`src/rtl/clock_set_ctrl.sv`:
```
// Time-setting controller: debounced keys drive a RUN/SET_H/SET_M/SET_S/COMMIT FSM that edits and commits time.
// Latency: raw key edge to press pulse DEB_CYC+2 cycles; FSM and outputs react on the following edge.
// No backpressure: WR is a single-cycle strobe that the clock core must accept unconditionally.
module clock_set_ctrl #(
   parameter int DEB_CYC     = 16,
   parameter int TIMEOUT_CYC = 1024,
   parameter int BLINK_HALF  = 256
) (
   input  logic       CLK,
   input  logic       RST,
   input  logic       KEY_MODE,
   input  logic       KEY_INC,
   input  logic       KEY_DEC,
   input  logic [4:0] H_cur,
   input  logic [5:0] M_cur,
   input  logic [5:0] S_cur,
   output logic       LOAD,
   output logic       WR,
   output logic [4:0] H_set,
   output logic [5:0] M_set,
   output logic [5:0] S_set,
   output logic [2:0] SEL,
   output logic       BLINK
);

   localparam int DW = $clog2(DEB_CYC);
   localparam int TW = $clog2(TIMEOUT_CYC + 1);
   localparam int BW = $clog2(BLINK_HALF + 1);

   typedef enum logic [2:0] {RUN, SET_H, SET_M, SET_S, COMMIT} state_t;

   // key index: 2 = mode, 1 = inc, 0 = dec
   logic [2:0]    key_raw;
   logic [2:0]    sync_0, sync_1;
   logic [2:0]    key_lvl, key_prs;
   logic [DW-1:0] deb_cnt [3];
   state_t        state, state_nxt;
   logic [TW-1:0] tmo_cnt;
   logic [BW-1:0] blk_cnt;
   logic          p_mode, p_inc, p_dec, any_press;
   logic          in_set, nxt_set, tmo_hit;

   assign key_raw   = {KEY_MODE, KEY_INC, KEY_DEC};
   assign p_mode    = key_prs[2];
   assign p_inc     = key_prs[1];
   assign p_dec     = key_prs[0];
   assign any_press = |key_prs;
   assign in_set    = (state == SET_H) || (state == SET_M) || (state == SET_S);
   assign nxt_set   = (state_nxt == SET_H) || (state_nxt == SET_M) || (state_nxt == SET_S);
   assign tmo_hit   = (tmo_cnt == TW'(TIMEOUT_CYC - 1));

   // Wrapping +/-1 on a field whose legal range is 0..mx.
   function automatic logic [5:0] step(input logic [5:0] v, input logic [5:0] mx, input logic up);
      if (up)
         return (v >= mx) ? 6'd0 : v + 6'd1;
      return (v == 6'd0 || v > mx) ? mx : v - 6'd1;
   endfunction

   // Two-flop synchronizer for the asynchronous raw keys.
   always_ff @(posedge CLK or negedge RST) begin
      if (!RST) begin
         sync_0 <= '0;
         sync_1 <= '0;
      end else begin
         sync_0 <= key_raw;
         sync_1 <= sync_0;
      end
   end

   // Debounce: accept a new level after DEB_CYC equal differing samples; pulse only on acceptance of a 1.
   always_ff @(posedge CLK or negedge RST) begin
      if (!RST) begin
         key_lvl <= '0;
         key_prs <= '0;
         for (int i = 0; i < 3; i++) deb_cnt[i] <= '0;
      end else begin
         for (int i = 0; i < 3; i++) begin
            key_prs[i] <= 1'b0;
            if (sync_1[i] != key_lvl[i]) begin
               if (deb_cnt[i] == DW'(DEB_CYC - 1)) begin
                  key_lvl[i] <= sync_1[i];
                  key_prs[i] <= sync_1[i];
                  deb_cnt[i] <= '0;
               end else begin
                  deb_cnt[i] <= deb_cnt[i] + 1'b1;
               end
            end else begin
               deb_cnt[i] <= '0;
            end
         end
      end
   end

   // Next-state decode; a key press in the timeout cycle counts as activity and blocks the auto-commit.
   always_comb begin
      state_nxt = state;
      case (state)
         RUN:     if (p_mode) state_nxt = SET_H;
         SET_H:   if (p_mode) state_nxt = SET_M;
                  else if (tmo_hit && !any_press) state_nxt = COMMIT;
         SET_M:   if (p_mode) state_nxt = SET_S;
                  else if (tmo_hit && !any_press) state_nxt = COMMIT;
         SET_S:   if (p_mode) state_nxt = COMMIT;
                  else if (tmo_hit && !any_press) state_nxt = COMMIT;
         COMMIT:  state_nxt = RUN;
         default: state_nxt = RUN;
      endcase
   end

   // FSM state, registered outputs, field editing, timeout and blink counters.
   always_ff @(posedge CLK or negedge RST) begin
      if (!RST) begin
         state   <= RUN;
         LOAD    <= 1'b0;
         WR      <= 1'b0;
         SEL     <= 3'b000;
         BLINK   <= 1'b0;
         H_set   <= '0;
         M_set   <= '0;
         S_set   <= '0;
         tmo_cnt <= '0;
         blk_cnt <= '0;
      end else begin
         state <= state_nxt;
         LOAD  <= (state_nxt != RUN);
         WR    <= (state_nxt == COMMIT);
         case (state_nxt)
            SET_H:   SEL <= 3'b100;
            SET_M:   SEL <= 3'b010;
            SET_S:   SEL <= 3'b001;
            default: SEL <= 3'b000;
         endcase

         // Capture the live time on entry; edits use the field selected before any MODE transition.
         if (state == RUN && p_mode) begin
            H_set <= H_cur;
            M_set <= M_cur;
            S_set <= S_cur;
         end else if (in_set && (p_inc ^ p_dec)) begin
            case (state)
               SET_H:   H_set <= 5'(step({1'b0, H_set}, 6'd23, p_inc));
               SET_M:   M_set <= step(M_set, 6'd59, p_inc);
               SET_S:   S_set <= step(S_set, 6'd59, p_inc);
               default: ;
            endcase
         end

         if (nxt_set && state_nxt == state && !any_press) begin
            if (!tmo_hit) tmo_cnt <= tmo_cnt + 1'b1;
         end else begin
            tmo_cnt <= '0;
         end

         if (nxt_set) begin
            if (state_nxt != state) begin
               blk_cnt <= '0;
               BLINK   <= 1'b1;
            end else if (blk_cnt == BW'(BLINK_HALF - 1)) begin
               blk_cnt <= '0;
               BLINK   <= ~BLINK;
            end else begin
               blk_cnt <= blk_cnt + 1'b1;
            end
         end else begin
            blk_cnt <= '0;
            BLINK   <= 1'b0;
         end
      end
   end

endmodule

```
`config.mk`:
```
export PLATFORM = sky130hd
export DESIGN_NAME = clock_set_ctrl
export DESIGN_NICKNAME = d
export VERILOG_FILES = /design/src/rtl/clock_set_ctrl.sv
export SDC_FILE = /design/constraint.sdc
export NUM_CORES = 1
export LEC_CHECK = 0
export ABC_AREA = 1
export CORE_UTILIZATION = 57
export DETAILED_ROUTE_END_ITERATION = 12
export PLACE_DENSITY = 0.81
export SLEW_MARGIN = 20
export SYNTH_ARGS = -nofsm -noshare
export SYNTH_HDL_FRONTEND = slang
export SYNTH_SLANG_ARGS = --single-unit
```
`constraint.sdc`:
```
create_clock -name CLK -period 2.2 [get_ports CLK]
set_clock_uncertainty 0.1 [all_clocks]
set_input_delay 0.55 -clock CLK [delete_from_list [all_inputs] [get_ports CLK]]
set_output_delay 0.55 -clock CLK [all_outputs]
set_load 0.05 [all_outputs]
```
; ---- Word level (Yosys, flattened, before mapping)
; Cells that the tools add are included.
[word_totals]
latch_bits = 0
reg_bits = 70
mem_bits_rw = 0
inputBits = 22
output_inout_bits = 23
memories = 0
mem_bits_ro = 0
wordCells = 144
[op_classes]
n_addsub = 11
n_mux = 58
div = 0
n_reduce_logical = 29
n_bitwise = 2
shifts = 0
multipliers = 0
n_lt_le_gt_ge = 6
eq_ne = 19
[op_table]
columns = cell, n
row1 = $mux W6, 14
row2 = $mux W5, 7
row3 = $mux W9, 3
row4 = $mux W4, 6
row5 = $mux W11, 2
row6 = $mux W1, 19
row7 = $mux W3, 5
row8 = $add A4 B1 Y4 const B, 3
row9 = $add A6 B1 Y6 const B, 2
row10 = $eq A3 B2 Y1 const B, 4
row11 = $eq A4 B4 Y1 const B, 3
row12 = $ge A6 B6 Y1 const B, 2
row13 = $gt A6 B6 Y1 const B, 2
row14 = $logic_not A6 Y1, 2
row15 = $pmux W3 S4, 1
row16 = $reduce_and A2 Y1, 6
row17 = $sub A6 B1 Y6 const B, 2
row18 = $add A11 B1 Y11 const B, 1
row19 = $eq A11 B10 Y1 const B, 1
row20 = $add A9 B1 Y9 const B, 1
row21 = $eq A9 B8 Y1 const B, 1
row22 = $pmux W3 S3, 1
row23 = $reduce_bool A2 Y1, 4
row24 = $logic_or A1 B1 Y1, 7
row25 = 19 further kinds, 26

; ---- Depth between registers and ports, before layout
; Gate-level depths: netlist (run 1).
[depth]
depth_word = 12
ltp_mapped = 11
ltp_nobuf = 10

; ---- Worst setup path after synthesis (run 1)
; No wires, ideal clock.
[synth_timing]
path_type = flip-flop to flip-flop
from = register key_prs[1]
to = register tmo_cnt[7]
synth_period_minus_slack_ns = 1.868
setup_slack_ns = 0.332
path_buffers = 2
t_arrival_ns = 1.639
required_time_ns = 1.971
stages_incl_launch_ff = 10
setup_time_ns = 0.129
path_cell_list = dfrtp_1 > inv_1 > clkbuf_1 > ha_1 > nand2_4 > inv_2 > nand4_4 > o2111ai_2 > buf_6 > nor3_4
[synth_between]
elab_chain_len = 12
word_cells_on_any_way = 18
cone_classes = eq/ne: 5 / mux: 6 / reduce/logical: 7
[synth_rtl]
columns = element, line
row1 = from (decl), 35  ; logic [2:0] key_lvl, key_prs;
row2 = "from (signal, indexed assignment)", 82  ; key_prs[i] <= sync_1[i];
row3 = $reduce_or A3 Y1 *, 47  ; assign any_press = |key_prs;
row4 = $logic_not A1 Y1 *, -
row5 = $logic_and A1 B1 Y1, "100, 102, 104"
row6 = $mux W3, "100, 102, 104"
row7 = $mux W3 (on tied branches), "103, 101, 99"
row8 = $pmux W3 S4, 97  ; case (state)
row9 = $eq A3 B1 Y1 / $eq A3 B2 Y1 (equally long branches), 49  ; assign nxt_set = (state_nxt == SET_H) || (state_nxt == SET_M) || (state_nxt == SET_S);
row10 = $logic_or A1 B1 Y1 (2 in a row), 49
row11 = $logic_and A1 B1 Y1, 148  ; if (nxt_set && state_nxt == state && !any_press) begin
row12 = $logic_and A1 B1 Y1 *, 148
row13 = $ne A2 B2 Y1 (no line) / $mux W11 (equally long branches), -
row14 = to (signal assigned), 149  ; if (!tmo_hit) tmo_cnt <= tmo_cnt + 1'b1;
row15 = to (decl), 38  ; logic [TW-1:0] tmo_cnt;
; Every way passes the cells marked *; elsewhere a longest branch is shown, timed or not.
; A chain may end at the register's enable or synchronous reset.

; ---- Final worst setup path (run 1)
[layout_timing]
from = register SEL[0]
to = output port SEL[0]
[layout_lines]
columns = element, line
row1 = from (decl), 22  ; output logic [2:0] SEL,
row2 = from (signal assigned), 116  ; SEL <= 3'b000;
row3 = from (signal assigned), 128  ; SET_H: SEL <= 3'b100;
row4 = from (signal assigned), 129  ; SET_M: SEL <= 3'b010;
; No word-level cell between the ends.

==> run summary, run 1 <==
The run finished with clean final reports. The first global-routing pass estimated 14.32 mm of wire. The tools report the highest ir drop seen on vdd as 0.3438 mV. The signal on the critical path passes through clkdlybuf4s50_1. Max-cap violations in this run came to 0.

Adding up every negative setup slack in the final design gives 0 ps. Slowest stage cell on the critical path: sky130_fd_sc_hd__clkdlybuf4s50_1. The die covers 7527 sq um.

The type of the tightest min-delay check is input pin to asynchronous set/reset pin. The total global routing track utilization was 0.2400; the worst max-slew margin expressed relative to the limit was 0.5331. The initialized floorplan defines 30 standard-cell rows. Setup violations remaining at the end of the flow were counted as 0.

The number of hold violations in the final report was 0. TritonCTS built the clock tree. Port buffering added 44 buffers. When the netlist entered floorplanning its net count stood at 549. After synthesis the cells add up to 4095 sq um. For the number of vias after detailed routing, the log shows 3,476.

During synthesis, Yosys emitted a total of 0 warnings. Once the clock tree was built, the resizer swapped 0 gates to a different size. Setup repair after global routing left no endpoint under its margin. Dividing the detail-routed wire length by the instance count gives 12.58 um.

The effective utilization at floorplan is 0.5962, and the post-synthesis average cell area is 7.983 sq um. The floorplan die height is 86.76 um. Once detail routing completed, the nets flagged for antenna violations numbered 0.

The portion of the clock cycle consumed by the worst path in the final layout was 0.9687. The tools report the number of detailed-routing iterations run before antenna repair as 6. Based on the critical path, the design can be clocked at up to 469.2 MHz.

The number of clock buffers added by TritonCTS is 9. Clock tree synthesis found a total of 70 sinks. The total core area was 6869 sq um. At the worst endpoint, the arrival time is 1480 ps. Prior to clock tree synthesis, the placed netlist has a worst setup slack of 309.2 ps. The clock latency on the worst-skew pair is 350 ps, and the number of global-route vias before repair is 3,397.

In the layout the commonest cells are sky130_fd_sc_hd__nand2_1 (118), sky130_fd_sc_hd__dfrtp_1 (70), sky130_fd_sc_hd__nor2_1 (69). Detailed placement finished with a half-perimeter wire length of 5.940 mm. The power density of the placed cells was 493.2 nW/um^2.

The initial antenna violation count is 0. Summed over all cells, the static leakage comes to 2.318 nW. After detailed placement, the design holds a cell count of 645.

The tools report the slack of the worst reg-to-reg path as 270 ps. Library cell with the largest summed area after synthesis: sky130_fd_sc_hd__dfrtp_1. Yosys attributes the largest share of cell area to sky130_fd_sc_hd__dfrtp_1 (43%), sky130_fd_sc_hd__nand2_1 (11%), sky130_fd_sc_hd__nor2_1 (6.3%), sky130_fd_sc_hd__inv_1 (5.2%), sky130_fd_sc_hd__ha_1 (4.3%). The utilization after layout came out at 0.6889.

Subtracting the final worst setup slack from the clock period gives 2131 ps. The worst setup path is captured at an output pin. The kind of cell with the highest combined delay along the critical path is buffers and inverters. The run gives 0.4277 as the post-synthesis sequential area ratio. The largest incremental delay on the critical path works out to 800 ps.

In the routed design, unresolved DRC markers number 0. The number of slew-limit violations in the final report came out at 0. The count of cells in the finished layout, fillers not included, comes to 661.

Leaving out fill and tap cells, the most frequent cell in the layout is sky130_fd_sc_hd__nand2_1. The synthesized design contains 70 register bits. After clock tree synthesis, the flow added hold-fix buffers numbering 0. Entering global routing, the biggest net connects 71 pins. The total design power was 0.002334 W. At the pin with the least slew margin, the transition time is 700.3 ps.

The number of nets at the end of the flow is 596. STA classifies the critical path startpoint as a register. The synthesis-to-finish area growth came out at 15.55%. The fraction of layout cells with a size suffix above 1 is 0.1416, and the share of the synthesized area in the top cell type is 0.4277. Data on the critical path is required at its endpoint by 1550 ps.

45 I/O pins were placed. The post-CTS setup-driven buffer insertion count was 0. Maximum fanout encountered on the critical timing path: 1. The logs give 3 for the number of H-tree branching levels and 0.9473 for the weighted congestion at the end of routability-driven global placement. In this run the deepest clock path goes through 2 buffers. Counting every instance in the synthesized netlist gives 513. Routed via count divided by cell count: 5.259.

The tree is rooted in a sky130_fd_sc_hd__clkbuf_8. Synthesis instantiated 38 different standard cells from the library. The sum of buffers and inverters on the critical path is 1, and the die width is 86.76 um. The wire length after detailed routing was 8.315 mm. The total inserted antenna cells is 0, and the final setup slack of the worst path is 68.90 ps. The DRC violation total after the first TritonRoute iteration came out at 232. After clock tree synthesis, the clock-pin slew on the worst setup and hold paths is 70 ps. The worst setup path is of the register to output pin kind.

Summed over all layers, the global routing overflow is 0.
[where the power goes]
group	total (W)	switching, W	internal [W]
clock	0.000918	0.000508	0.000410
sequential	0.00132	0.0000125	0.00130
combinational	0.0000992	0.0000492	0.0000500
[metrics by stage]
| step | instance area [sq um] | hold slack [ps] |
|---|---|---|
| finish | 4732 | 117.9 |
| global route | 4732 | 146.4 |
| CTS | 4732 | 126.7 |
| detailed placement | 4559 | 234.7 |
| global placement | 4559 | 232.5 |
| floorplan | 4095 | 154.4 |
[final timing paths]
| check | endpoint | start | depth (start not counted) |
|---|---|---|---|
| max | SEL[0] | SEL[0]$_DFF_PN0_ | 1 |
| min | deb_cnt[5]$_DFF_PN0_ | RST | 2 |
| max reg2reg | tmo_cnt[5]$_DFFE_PN0P_ | tmo_cnt[0]$_DFFE_PN0P_ | 7 |
| min reg2reg | sync_1[1]$_DFF_PN0_ | sync_0[1]$_DFF_PN0_ | 0 |
| max in group asynchronous | tmo_cnt[6]$_DFFE_PN0P_ | RST | 2 |
| min in group CLK | sync_1[1]$_DFF_PN0_ | sync_0[1]$_DFF_PN0_ | 0 |
[area by class of cell]
class	instances	area (sq um)
fillers	548	2137
multi-input cells	365	1998
flip-flops and latches	70	1752
repair buffers	49	440.4
inverters	65	249.0
clock buffers	9	123.9
well taps	96	120.1
clock inverters	7	48.80
[state kept, by name, indices dropped and copies added, names as in the netlist]
| register | flops |
|---|---|
| deb_cnt | 12 |
| tmo_cnt | 11 |
| blk_cnt | 9 |
| M_set | 6 |
| S_set | 6 |
| H_set | 5 |
| SEL | 3 |
| key_lvl | 3 |
| key_prs | 3 |
| state | 3 |
| sync_0 | 3 |
| sync_1 | 3 |
| BLINK | 1 |
| LOAD | 1 |
| WR | 1 |
[synthesized netlist by cell type]
cell                        count
sky130_fd_sc_hd__nor2_2         8
sky130_fd_sc_hd__o211ai_1       1
sky130_fd_sc_hd__o22ai_1        3
sky130_fd_sc_hd__nor3_2        10
sky130_fd_sc_hd__nand2_1      118
sky130_fd_sc_hd__nand4_1        8
sky130_fd_sc_hd__o21ai_1       14
sky130_fd_sc_hd__buf_2          4
sky130_fd_sc_hd__inv_2          7
sky130_fd_sc_hd__nand2_4        3
sky130_fd_sc_hd__buf_6          5
sky130_fd_sc_hd__o21ai_0       19
sky130_fd_sc_hd__o2111ai_2      1
sky130_fd_sc_hd__inv_6          1
sky130_fd_sc_hd__a21oi_1       14
sky130_fd_sc_hd__nand3_1       33
sky130_fd_sc_hd__nand3b_1       2
sky130_fd_sc_hd__o31ai_1        2
sky130_fd_sc_hd__nor2_1        69
sky130_fd_sc_hd__o21ai_4        1
sky130_fd_sc_hd__a41oi_2        1
sky130_fd_sc_hd__ha_1          14
sky130_fd_sc_hd__xnor2_1       10
sky130_fd_sc_hd__nand4_4        1
sky130_fd_sc_hd__clkbuf_1       2
sky130_fd_sc_hd__nor3b_1        2
sky130_fd_sc_hd__a31oi_1        4
sky130_fd_sc_hd__nand2_2        1
sky130_fd_sc_hd__nand3_4        1
sky130_fd_sc_hd__nor3_1         4
sky130_fd_sc_hd__nor3_4         2
sky130_fd_sc_hd__xor2_1        15
sky130_fd_sc_hd__buf_4          1
sky130_fd_sc_hd__o21bai_1       1
sky130_fd_sc_hd__or2_2          3
sky130_fd_sc_hd__clkbuf_2       1
sky130_fd_sc_hd__inv_1         57
sky130_fd_sc_hd__dfrtp_1       70
[kinds of logic (layout without fill, tap and decap cells)]
logic type / after synthesis / in the layout / share of synthesized area
compound gates: 61 / 61 / 0.08708
xor+xnor: 25 / 25 / 0.05347
fa+ha+maj: 14 / 14 / 0.04277
buf+inv: 78 / 130 / 0.08433
flops: 70 / 70 / 0.4277
simple gates: 265 / 265 / 0.3046
[metal layers]
metal | up-vias | global-route usage | wire (um)
li1 | 1731 | - | -
met1 | 1636 | 0.2962 | 3718
met3 | 17 | 0.04667 | 353
met5 | - | 0 | 0
met2 | 92 | 0.4221 | 4099
met4 | 0 | 0.08030 | 144
(Power assumes the default switching activity.)
==> inputs of run 2 (changes only) <==
--- a/config.mk
+++ b/config.mk
@@ -6,9 +6,11 @@
 export NUM_CORES = 1
 export LEC_CHECK = 0
 export ABC_AREA = 1
+export CAP_MARGIN = 10
 export CORE_UTILIZATION = 57
+export CTS_CLUSTER_SIZE = 28
 export DETAILED_ROUTE_END_ITERATION = 12
-export PLACE_DENSITY = 0.81
+export PLACE_DENSITY = 0.88
 export SLEW_MARGIN = 20
 export SYNTH_ARGS = -nofsm -noshare
 export SYNTH_HDL_FRONTEND = slang
==> run summary, run 2 (same netlist as run 1, synthesis figures left out) <==
Derived from the worst setup path, the maximum achievable clock frequency is 471.1 MHz. The top register by number of flip-flops was deb_cnt. The wire length per cell after detailed routing was 12.95 um; the number of vias after detailed routing was 3,497. Number of slew-limit violations in the final report: 0. For this run the aggregate overflow at the end of global routing stands at 0. The final layout contains routed wiring with a total length of 8.588 mm. CTS placed an instance of sky130_fd_sc_hd__clkbuf_8 at the clock tree root. In the layout the commonest cells are sky130_fd_sc_hd__nand2_1 (118), sky130_fd_sc_hd__dfrtp_1 (70), sky130_fd_sc_hd__nor2_1 (69). The largest incremental delay on the critical path works out to 790 ps.

The final setup slack of the worst path is 77.17 ps, and the floorplan die height is 86.76 um. The met2 routing resource usage after global routing is 0.4286, and the power density of the placed cells is 496.7 nW/um^2. The clock latency on the worst-skew pair is 350 ps. The start-to-end type of the worst setup path was register to output pin. The count of cells in the finished layout, fillers not included, comes to 663.

The first global-routing pass estimated 14.95 mm of wire. The effective utilization at floorplan was 0.5962. For this block, the initial DRC count from the detailed router was 170. The worst path needs 2123 ps of the cycle, external delays included. For the half-perimeter wire length after detailed placement, the log shows 6.253 mm. Leaving out fill and tap cells, the most frequent cell in the layout is sky130_fd_sc_hd__nand2_1.

Setup repair after global routing left no endpoint under its margin. At the pin with the least slew margin, the transition time is 683.8 ps. Measured along the x axis, the die boundary spans 86.76 um. Among cell families on the critical path, the largest total delay comes from buffers and inverters. The tools report the number of core rows as 30.

The clock tree buffer depth was 2. The hold buffer count at CTS was 0. After detailed placement, the design holds a cell count of 647. The run gives 5 as the number of detailed-routing iterations run before antenna repair. Data on the critical path arrives at its endpoint at 1470 ps.

The flow ran to the end, and the final reports show no timing, DRC or antenna violations. The repair_antennas step left the layout with diodes totalling 0. The tool flagged a number of max-cap violations equal to 0.

The logs give 0 for the number of hold violations in the final report and 0.5441 for the worst max-slew margin expressed relative to the limit. The boundary pin count was 45. At the end of routability-driven placement, the weighted congestion stood at 0.8620. Buffers inserted during clock tree synthesis total 9. The post-CTS setup-driven buffer insertion count was 0; the final setup violation count was 0. The global-route layer with the greatest usage was met2. The clock sink count is 70. For the worst flop-to-flop path, the logic depth is 7. On the critical path, the stage with the largest delay is an instance of sky130_fd_sc_hd__clkdlybuf4s50_1.

The total global routing track utilization was 0.2558. The detail route stage leaves a number of antenna-violating nets equal to 0. TritonCTS built the clock tree. The met1 capacity usage during global routing was 0.3150.

The synthesis-to-finish area growth was 15.95%; the total negative setup slack was 0 ps. The tools report the number of global-route vias before repair as 3,465. Sum of buffers and inverters on the critical path: 1.

Traced cell by cell, the critical path runs through clkdlybuf4s50_1. Once the clock tree was built, the resizer swapped 0 gates to a different size. Dividing the detail-routed via count by the number of cells gives 5.275. The floorplan step defined a die boundary enclosing 7527 sq um.

The count of buffers added on input and output ports is 44. For the post-placement setup slack, the log shows 295.2 ps. The startpoint type of the worst setup path was a register. Maximum fanout encountered on the critical timing path: 1. Entering global routing, the biggest net connects 38 pins. The tightest min-delay check is of the input pin to asynchronous set/reset pin type. The flip-flop count of the largest register, all copies and words added is 12. Instance count on the critical path: 1.

The tools report the total core area as 6869 sq um. For the global-route met3 utilization, the log shows 0.04190. For the highest ir drop seen on vdd, the log shows 0.3882 mV. The H-tree was split into 3 levels. The fraction of layout cells with a size suffix above 1 was 0.1446; the initial antenna violation count was 0. The DRC violation count after routing was 0. Data on the critical path is required at its endpoint by 1550 ps.

In the final layout, the registers with the most flip-flops are deb_cnt x12, tmo_cnt x11, blk_cnt x9. The net count of the finished layout is 598. The clock slew at the register clock pins of the worst setup and hold paths is 80 ps. STA classifies the critical path endpoint as an output pin. For this design the static power due to leakage is 2.330 nW.

The portion of the clock cycle consumed by the worst path in the final layout was 0.9649.
## run 2: worst paths after layout
check                           slack [ps]                endpoint                   start
worst max-delay path                    80                      WR            WR$_DFF_PN0_
worst min-delay path                   100    H_set[3]$_DFFE_PN0P_                     RST
worst max register to register         240  tmo_cnt[7]$_DFFE_PN0P_  tmo_cnt[0]$_DFFE_PN0P_
worst min register to register         250     sync_1[0]$_DFF_PN0_     sync_0[0]$_DFF_PN0_
max in group asynchronous             1300    key_prs[2]$_DFF_PN0_                     RST
min in group CLK                       250     sync_1[0]$_DFF_PN0_     sync_0[0]$_DFF_PN0_
## run 2: power by group
group	leakage [nW]	internal (W)	switching [W]
clock	0.0922	0.000435	0.000502
sequential	0.873	0.00130	0.0000125
combinational	1.37	0.0000527	0.0000513
total	2.33	0.00179	0.000566
## run 2: area by class of cell
cell class | count | area (sq um)
Clock buffer | 10 | 137.6
Clock inverter | 6 | 36.28
Multi-Input combinational cell | 365 | 1998
Sequential cell | 70 | 1752
Inverter | 65 | 249.0
Timing Repair Buffer | 51 | 455.4
Tap cell | 96 | 120.1
Fill cell | 561 | 2121
## run 2: routing by layer
layer / vias to the layer above / part of all wire
met5: - / 0
met4: 0 / 0.026
met3: 17 / 0.045
met2: 98 / 0.49
met1: 1644 / 0.44
li1: 1738 / -
## run 2: through the flow
stage	hold WS [ps]	util	total power, W	cell area [sq um]
2_1_floorplan	154.4	-	0.001369	4095
3_3_place_gp	233.3	0.6659	0.001442	4574
5_1_grt	146.5	0.6913	0.002449	4748
3_5_place_dp	236.4	0.6659	0.001448	4574
4_1_cts	120.2	0.6913	0.002388	4748
6_report	103.7	0.6913	0.002359	4748
